===== config.mk =====
export PLATFORM = sky130hd
export DESIGN_NAME = ssd_scan_driver
export DESIGN_NICKNAME = d
export VERILOG_FILES = /design/src/rtl/ssd_pkg.sv /design/src/rtl/ssd_decode.sv /design/src/rtl/ssd_scan_driver.sv
export SDC_FILE = /design/constraint.sdc
export NUM_CORES = 1
export LEC_CHECK = 0
export BUFFER_PORTS_ARGS = -buffer_cell sky130_fd_sc_hd__buf_2
export CAP_MARGIN = 20
export CELL_PAD_IN_SITES_DETAIL_PLACEMENT = 1
export CELL_PAD_IN_SITES_GLOBAL_PLACEMENT = 1
export CORE_MARGIN = 10
export CORE_UTILIZATION = 49
export CTS_CLUSTER_DIAMETER = 40
export DETAILED_ROUTE_END_ITERATION = 16
export PLACE_DENSITY_LB_ADDON = 0.05
export SLEW_MARGIN = 25
export SYNTH_ARGS = -nofsm -noshare
export SYNTH_HDL_FRONTEND = slang
export SYNTH_HIERARCHICAL = 1
export SYNTH_SLANG_ARGS = --single-unit

===== constraint.sdc =====
create_clock -name clk -period 11.3 [get_ports clk]
set_input_delay 1.13 -clock clk [delete_from_list [all_inputs] [get_ports clk]]
set_output_delay 1.13 -clock clk [all_outputs]
set_load 0.02 [all_outputs]

===== src/rtl/ssd_pkg.sv =====
// Shared display-code and segment constants for the seven-segment scan driver
// and the lock controller that produces the display word.
package ssd_pkg;

  localparam int unsigned CODE_W = 5;
  localparam int unsigned SEG_W  = 7;
  localparam int unsigned DIGITS = 4;

  typedef logic [CODE_W-1:0] ssd_code_t;
  typedef logic [SEG_W-1:0]  seg_t;

  // Display word as produced by the lock controller; d3 is the leftmost digit.
  typedef struct packed {
    ssd_code_t d3;
    ssd_code_t d2;
    ssd_code_t d1;
    ssd_code_t d0;
  } ssd_word_t;

  typedef enum logic {
    ST_GAP = 1'b0,
    ST_ON  = 1'b1
  } scan_state_e;

  localparam ssd_code_t CODE_0     = 5'h00;
  localparam ssd_code_t CODE_1     = 5'h01;
  localparam ssd_code_t CODE_2     = 5'h02;
  localparam ssd_code_t CODE_3     = 5'h03;
  localparam ssd_code_t CODE_4     = 5'h04;
  localparam ssd_code_t CODE_5     = 5'h05;
  localparam ssd_code_t CODE_6     = 5'h06;
  localparam ssd_code_t CODE_7     = 5'h07;
  localparam ssd_code_t CODE_8     = 5'h08;
  localparam ssd_code_t CODE_9     = 5'h09;
  localparam ssd_code_t CODE_A     = 5'h0A;
  localparam ssd_code_t CODE_B     = 5'h0B;
  localparam ssd_code_t CODE_C     = 5'h0C;
  localparam ssd_code_t CODE_D     = 5'h0D;
  localparam ssd_code_t CODE_E     = 5'h0E;
  localparam ssd_code_t CODE_F     = 5'h0F;
  localparam ssd_code_t CODE_BLANK = 5'h10;
  localparam ssd_code_t CODE_L     = 5'h11;
  localparam ssd_code_t CODE_LC_D  = 5'h12;
  localparam ssd_code_t CODE_P     = 5'h13;
  localparam ssd_code_t CODE_LC_N  = 5'h14;

  localparam seg_t SEG_BLANK = 7'b1111111;
  localparam seg_t SEG_DASH  = 7'b0111111;

  // Select one digit code out of the display word.
  function automatic ssd_code_t code_at(input ssd_word_t w, input logic [1:0] idx);
    ssd_code_t c;
    case (idx)
      2'd3:    c = w.d3;
      2'd2:    c = w.d2;
      2'd1:    c = w.d1;
      default: c = w.d0;
    endcase
    return c;
  endfunction

endpackage


===== src/rtl/ssd_decode.sv =====
// Combinational 5-bit display code to active-low {g,f,e,d,c,b,a} segment decode.
module ssd_decode
  import ssd_pkg::*;
(
  input  logic [4:0] code,
  output logic [6:0] seg_c
);

  always_comb begin
    seg_c = SEG_DASH;
    case (code)
      CODE_0:     seg_c = 7'b1000000;
      CODE_1:     seg_c = 7'b1111001;
      CODE_2:     seg_c = 7'b0100100;
      CODE_3:     seg_c = 7'b0110000;
      CODE_4:     seg_c = 7'b0011001;
      CODE_5:     seg_c = 7'b0010010;
      CODE_6:     seg_c = 7'b0000010;
      CODE_7:     seg_c = 7'b1111000;
      CODE_8:     seg_c = 7'b0000000;
      CODE_9:     seg_c = 7'b0010000;
      CODE_A:     seg_c = 7'b0001000;
      CODE_B:     seg_c = 7'b0000011;
      CODE_C:     seg_c = 7'b1000110;
      CODE_D:     seg_c = 7'b0100001;
      CODE_E:     seg_c = 7'b0000110;
      CODE_F:     seg_c = 7'b0001110;
      CODE_BLANK: seg_c = SEG_BLANK;
      CODE_L:     seg_c = 7'b1000111;
      CODE_LC_D:  seg_c = 7'b0100001;
      CODE_P:     seg_c = 7'b0001100;
      CODE_LC_N:  seg_c = 7'b0101011;
      default:    seg_c = SEG_DASH;
    endcase
  end

endmodule


===== src/rtl/ssd_scan_driver.sv =====
// Four-digit time-multiplexed seven-segment scan driver with per-frame capture
// and anti-ghosting gaps. Optional blinking is enabled by defining SSD_BLINK_EN.
module ssd_scan_driver
  import ssd_pkg::*;
#(
  parameter int unsigned REFRESH_DIV  = 50000,
  parameter int unsigned BLANK_CYCLES = 500,
  parameter int unsigned BLINK_FRAMES = 100
) (
  input  logic        clk,
  input  logic        rst_n,
`ifdef SSD_BLINK_EN
  input  logic        blink,
`endif
  input  logic [19:0] ssd_code,
  output logic [3:0]  an,
  output logic [6:0]  seg,
  output logic        dp,
  output logic        frame_tick
);

  localparam int unsigned CNT_W    = $clog2(REFRESH_DIV);
  localparam int unsigned GAP_LAST = BLANK_CYCLES - 1;
  localparam int unsigned ON_LAST  = REFRESH_DIV - BLANK_CYCLES - 1;

  if (REFRESH_DIV < 2 || BLANK_CYCLES < 1 || BLANK_CYCLES >= REFRESH_DIV ||
      BLINK_FRAMES < 1) begin : g_bad_params
    $error("ssd_scan_driver: illegal REFRESH_DIV/BLANK_CYCLES/BLINK_FRAMES");
  end

  scan_state_e      state_q, state_d;
  logic [1:0]       idx_q, idx_d;
  logic [CNT_W-1:0] cnt_q, cnt_d;
  ssd_word_t        snap_q, snap_d;
  logic             capture_c;
  logic             dark_d;
  logic [3:0]       an_d;
  logic [6:0]       seg_d;
  ssd_code_t        code_sel_c;
  logic [6:0]       seg_dec_c;

  assign dp = 1'b1;

  // Scan sequencing: gap then on-time per digit, snapshot taken entering digit 3.
  always_comb begin
    state_d   = state_q;
    idx_d     = idx_q;
    cnt_d     = cnt_q + CNT_W'(1);
    snap_d    = snap_q;
    capture_c = 1'b0;
    case (state_q)
      ST_GAP: begin
        if (cnt_q == CNT_W'(GAP_LAST)) begin
          state_d = ST_ON;
          cnt_d   = '0;
          if (idx_q == 2'd3) begin
            capture_c = 1'b1;
            snap_d    = ssd_word_t'(ssd_code);
          end
        end
      end
      ST_ON: begin
        if (cnt_q == CNT_W'(ON_LAST)) begin
          state_d = ST_GAP;
          cnt_d   = '0;
          idx_d   = idx_q - 2'd1;
        end
      end
      default: begin
        state_d = ST_GAP;
        cnt_d   = '0;
      end
    endcase
  end

`ifdef SSD_BLINK_EN
  localparam int unsigned FRAME_W = $clog2(BLINK_FRAMES + 1);

  logic [FRAME_W-1:0] fcnt_q, fcnt_d;
  logic               dark_q;

  // fcnt counts frames already shown in the current phase, including this one.
  always_comb begin
    fcnt_d = fcnt_q;
    dark_d = dark_q;
    if (capture_c) begin
      if (!blink) begin
        fcnt_d = '0;
        dark_d = 1'b0;
      end else if (fcnt_q == FRAME_W'(BLINK_FRAMES)) begin
        fcnt_d = FRAME_W'(1);
        dark_d = ~dark_q;
      end else begin
        fcnt_d = fcnt_q + FRAME_W'(1);
      end
    end
  end

  always_ff @(posedge clk or negedge rst_n) begin
    if (!rst_n) begin
      fcnt_q <= '0;
      dark_q <= 1'b0;
    end else begin
      fcnt_q <= fcnt_d;
      dark_q <= dark_d;
    end
  end
`else
  assign dark_d = 1'b0;
`endif

  assign code_sel_c = code_at(snap_d, idx_d);

  ssd_decode u_decode (
    .code  (code_sel_c),
    .seg_c (seg_dec_c)
  );

  // Outputs follow next-state so they switch on the same edge as the FSM.
  always_comb begin
    an_d  = 4'b1111;
    seg_d = SEG_BLANK;
    if (state_d == ST_ON && !dark_d) begin
      an_d  = ~(4'b0001 << idx_d);
      seg_d = seg_dec_c;
    end
  end

  always_ff @(posedge clk or negedge rst_n) begin
    if (!rst_n) begin
      state_q    <= ST_GAP;
      idx_q      <= 2'd3;
      cnt_q      <= '0;
      snap_q     <= ssd_word_t'({DIGITS{CODE_BLANK}});
      an         <= 4'b1111;
      seg        <= SEG_BLANK;
      frame_tick <= 1'b0;
    end else begin
      state_q    <= state_d;
      idx_q      <= idx_d;
      cnt_q      <= cnt_d;
      snap_q     <= snap_d;
      an         <= an_d;
      seg        <= seg_d;
      frame_tick <= capture_c;
    end
  end

endmodule


* Yosys cells after proc, flatten, opt, wreduce, memory -nomap -nowiden
Memories as Yosys holds them, arrays and structs flattened.
Cells that the tools add are included.
** Operators by class
- Eq/ne operators :: 6
- $add $sub $neg :: 2
- Bitwise operators :: 2
- Muxes and demuxes :: 17
- Shifts and indexed selects :: 1
** Operators with widths (number)
- 20-bit two-way mux :: 3
- 16-bit two-way mux :: 2
- 16-bit one-hot mux with 2 select lines :: 1
- 16-bit by 1-bit adder with 16-bit output, second input constant :: 1
- 16-bit == test, second input constant :: 1
- 16-bit by 9-bit == test with 1-bit output, second input constant :: 1
- 5-bit one-hot mux with 3 select lines :: 1
- 7-bit two-way mux :: 1
- 2-bit == test, second input constant :: 3
- 1-bit two-way mux :: 5
- 2-bit two-way mux :: 2
- 4-bit two-way mux :: 1
- 4-bit inverter :: 1
- 1-bit by 2-bit left shift with 4-bit output, first input constant :: 1
- 2-bit by 1-bit == test with 1-bit output, second input constant :: 1
- 1-bit one-hot mux with 2 select lines :: 1
- 2-bit by 1-bit subtractor with 2-bit output, second input constant :: 1
- 1-bit inverter :: 1
** Word-level totals
- Output and inout bits :: 13
- Memories kept :: 1
- Bits in registers :: 51
- Logic and storage cells :: 39
- Bits of input ports :: 22
- ROM bits :: 224
** Memories
- (name not given) :: words 32, width 7, rd ports 1, clocked after Yosys merged registers in 0, write ports 0, line ssd_decode.sv:11 : case (code)

* Longest topological paths before layout
An unclocked memory read counts as a cell.
- Depth in word-level cells :: 7
- Depth in mapped cells :: 14

* Cells and area by module
The synthesis kept the hierarchy.
** Modules (own cells, without submodules)
- ssd_scan_driver :: cells each 189, area each 2249.7 um^2, sequential area each 1297.5 um^2, instances 1
- ssd_decode :: cells each 55, area each 400.4 um^2, sequential area each 0.0 um^2, instances 1

* Worst setup path after synthesis
No wires, ideal clock.
- Kind :: register to register
- From :: register cnt_q[11]
- To :: register seg[5]
- Slack :: 7591 ps
- Data arrival time :: 3650 ps
- Period minus slack after synthesis :: 3709 ps
- Cell stages (with the launch flop) :: 14
- Required time :: 11241 ps
- Path through :: dfrtp_1 or4_4 nor4_4 mux2_4 inv_2 nor2_1 and3_1 nor3_1 inv_1 ha_1 or2_0 a21o_1 a32oi_1 or2b_1
** On the way
- Cells in the longest elaborated chain, start to end :: 7
- Elaborated cells on any way between the ends :: 15
** Ends and longest elaborated chain
- from (decl) :: line ssd_scan_driver.sv:33 : logic [CNT_W-1:0] cnt_q, cnt_d;
- from (signal assigned) :: line ssd_scan_driver.sv:141 : cnt_q <= cnt_d;
- 16-bit == test (*) :: line ssd_scan_driver.sv:63 : if (cnt_q == CNT_W'(ON_LAST)) begin
- 2-bit two-way mux (*) :: line ssd_scan_driver.sv:63
- 2-bit two-way mux (*) :: line ssd_scan_driver.sv:51 : case (state_q)
- net idx_d[1] :: line ssd_scan_driver.sv:32 : logic [1:0] idx_q, idx_d;
- 2-bit by 1-bit == test with 1-bit output / 2-bit == test (equally long branches) :: line ssd_pkg.sv:53 : case (idx)
- 5-bit one-hot mux with 3 select lines (*) :: line ssd_pkg.sv:53
- net code_sel_c[0] :: line ssd_scan_driver.sv:39 : ssd_code_t code_sel_c;
- memory 32 x 7 bit (*)
- net seg_dec_c[5] :: line ssd_scan_driver.sv:40 : logic [6:0] seg_dec_c;
- 7-bit two-way mux (*) :: line ssd_scan_driver.sv:123 : if (state_d == ST_ON && !dark_d) begin
- net seg_d[5] :: line ssd_scan_driver.sv:38 : logic [6:0] seg_d;
- to (signal assigned) :: line ssd_scan_driver.sv:144 : seg <= seg_d;
- to (decl) :: line ssd_scan_driver.sv:17 : output logic [6:0] seg,
Mark *: on every way through the listed nets, which the timed path passes. The rest lies on a longest branch.

* Worst setup path in the final report
- From :: register cnt_q[11]
- To :: register seg[5]
** On the way
- Cells in the longest elaborated chain, start to end :: 7
- Elaborated cells on any way between the ends :: 15
** Ends and longest elaborated chain (line)
- 16-bit == test :: ssd_scan_driver.sv:63
- 2-bit two-way mux :: ssd_scan_driver.sv:63
- 2-bit two-way mux :: ssd_scan_driver.sv:51
- 2-bit by 1-bit == test with 1-bit output / 2-bit == test (equally long branches) :: ssd_pkg.sv:53
- 5-bit one-hot mux with 3 select lines (*) :: ssd_pkg.sv:53
- net code_sel_c[0] :: ssd_scan_driver.sv:39
- memory 32 x 7 bit (*)
- net seg_dec_c[5] :: ssd_scan_driver.sv:40
- 7-bit two-way mux (*) :: ssd_scan_driver.sv:123
- net seg_d[5] :: ssd_scan_driver.sv:38
Marks and branches as above.

==> impl_results.md <==
- Clk sinks: 51
- Vias in the first global route: 1995
- CTS tree: yes
- Status: finished clean
- Met3 routed WL: 367 um
- Fmax: between 200 and 250 MHz
- Layout cells sized above 1: 0.325
- Setup repair after global routing missed its margin: no
- Fin Clk Skew: 0.00911 ns
- Async set-reset flop share out of synthesis: 1.00
- Post-layout min period: about 4.4 ns
- Top cell type's share of synthesized area: 0.321
- Net Count, Synth: 276
- Num rows: 26
- Post-CTS sizing: 0
- Avg Vias per Cell: 5.44
- Slew HR: 0.399
- Critical path data required time: 11.56 ns
- Post-route setup TNS: 0 ns
- Synthesized area: between 2000 and 3000 um^2
- Via count: 1903
- GRT overflow: 0
- Yosys warnings: 6
- Initial antenna violation count: 0
- DRT met1 WL: about 2600 um
- R2r startpoint: cnt_q[11]
- Clk buf depth: 2
- Pwr per Cell Area: around 110 nW/um^2
- Die area: about 8700 um^2
- First-pass GRT wire length: 9980 um
- Post-DP HPWL: 4240 um
- Die H: between 90 and 100 um
- Gr usage total: 0.140
- Initial Util: 0.512
- R2R Path End: seg[5]
- CTS Hold Buffers Added: 0
- CTS root buffer: clkbuf_8
- Slew Viols, Final: 0
- Syn-to-layout area delta: 12.7%
- Critical path endpoint category: flip-flop
- Final Routed Wirelength: about 5700 um
- Core Region: 5170 um^2
- Wire length on met2: around 2700 um
- CP Max Fanout: 20
- Total chip power: 0.320 mW
- Reg clk slew, reported paths: 0.09 ns
- Startpoint class of the critical path: flip-flop
- Seq/Total Area, Yosys: 0.490
- Max cap viols: 0
- Mapped Cells: roughly 240
- Routability Congestion: between 0.8 and 0.9
- CP Class: flip-flop to flip-flop
- First-pass detailed-route iteration total: 4
- Period utilization: 0.393
- CP endpoint: seg[5]
- Ys flop type: dfrtp_1
- Nets: between 300 and 400
- Avg Cell Area, Syn: between 10 and 15 um^2
- Path category of the worst min-delay check: flip-flop to flip-flop
- #FFs+latches synth: 51
- Worst-skew pair later-pin latency: roughly 0.3 ns
- Antenna viol nets, final: 0
- R2R depth: 12
- Number of CTS-inserted buffers: 5
- H-tree depth: 2
- Static Leakage: roughly 1.3 nW
- Number of synthesized flops with an enable pin: 0
- Worst VDD drop: between 0.07 and 0.08 mV
- Final Hold Fails: 0
- DR iter-0 viols: 82
- Setup Buffers After CTS: 0
- Synth cell types: 50
- Ant diodes: 0
- Area leader, netlist: dfrtp_1
- CP startpoint: cnt_q[11]
- WP data arrival: roughly 4.7 ns
- Buffers on Ports: 33
- R2R Setup Slk: between 6 and 7 ns
- WL/cell: 16.4 um
- Top sig layer: met4
- Largest net degree at the start of global routing: 52
- Worst Tran Pin Value: about 0.9 ns
- Setup Viol. Count Final: 0
- Area contributors post-synth: dfrtp_1 32%, dfstp_2 17%, mux2_2 7.6%
- Die Span X: 93.5 um
- Post-route DRC: 0
- # IOs: 35
## per-layer routing
| metal | track usage | vias to the layer above |
|---|---|---|
| met5 | 0 | - |
| met4 | 0.0367 | 0 |
| met1 | 0.185 | 948 |
| met2 | 0.216 | 39 |
| met3 | 0.0440 | 6 |
| li1 | - | 910 |
## registers in the layout (all words and copies together), names as in the netlist
name        count
an              4
cnt_q          16
frame_tick      1
idx_q           2
seg             7
snap_q         20
state_q         1
## cells in the mapped netlist (all sizes together) (4+ instances only)
master	instances
xnor2	7
nand3	5
inv	7
nor2	19
nor3	8
o21ai	4
or2b	7
buf	8
dfstp	17
or2	4
o22ai	5
nand2	30
xor2	9
dfrtp	34
mux2i	6
ha	10
and2	4
and3	4
mux2	19
## where the power goes
part           leakage [nW]  switching [mW]  internal, mW
Sequential            0.628               0         0.183
Combinational         0.654         0.00468       0.00278
Clock                0.0612          0.0582        0.0717
Total                  1.34          0.0629         0.257
## cell type report
type | count | area [um^2]
fillers | 587 | 2190
flip-flops and latches | 51 | 1300
multi-input cells | 176 | 1260
repair buffers | 37 | 195
well taps | 70 | 87.6
clock buffers | 6 | 82.6
clock inverters | 2 | 35.0
inverters | 8 | 30.0
## stage by stage
step	cells	util	hold WS [ns]	cell area, um^2	setup slack, ns
3_5_place_dp	342	0.555	0.453	2870	6.76
6_report	350	0.577	0.467	2990	6.86
3_3_place_gp	342	0.555	0.438	2870	6.97
2_1_floorplan	244	-	0.426	2650	7.59
5_1_grt	350	0.577	0.494	2990	6.40
4_1_cts	350	0.577	0.469	2990	6.79
## placed cells by master, fill, tap and decap left out, types with 4 or more instances in the layout
cell type,instances
dfrtp_1,34
buf_2,33
nand2_1,30
nor2_1,19
mux2_2,18
dfstp_2,17
ha_1,10
xor2_1,9
nor3_1,8
xnor2_1,7
or2b_1,7
inv_1,6
mux2i_1,6
clkbuf_8,6
o22ai_1,5
nand3_1,5
and3_1,4
o21ai_0,4
buf_4,4
## kinds of logic after synthesis
family / after synthesis / synth area share
xor gates and xnor gates: 16 / 0.0529
other: 1 / 0.00142
muxes: 25 / 0.105
adders and majority gates: 10 / 0.0472
buffers and inverters: 17 / 0.0354
DFF: 51 / 0.490
and+or+nand+nor: 100 / 0.204
AOI/OAI and AO/OA: 24 / 0.0642
## worst max-delay path: stages, from the launching register on
cell and delay [ns]:
dfrtp_1 0.45, or4_4 0.57, nor4_2 0.33, and2_1 0.73, nand2_1 0.16, and3_1 0.21
nor3_1 0.74, inv_1 0.27, ha_1 0.29, or2_0 0.22, a21o_1 0.18, a32oi_1 0.13
or2b_1 0.12
## worst min path at each step
stage | startpoint | end | slack, ns | cells past startpoint
2_1_floorplan | snap_q[5] | snap_q[5] | 0.43 | 2
3_3_place_gp | snap_q[8] | snap_q[8] | 0.44 | 2
4_1_cts | snap_q[9] | snap_q[9] | 0.47 | 2
3_5_place_dp | snap_q[5] | snap_q[5] | 0.45 | 2
6_report | snap_q[9] | snap_q[9] | 0.47 | 2
5_1_grt | snap_q[9] | snap_q[9] | 0.49 | 2
Power figures use the tool's default switching activity.
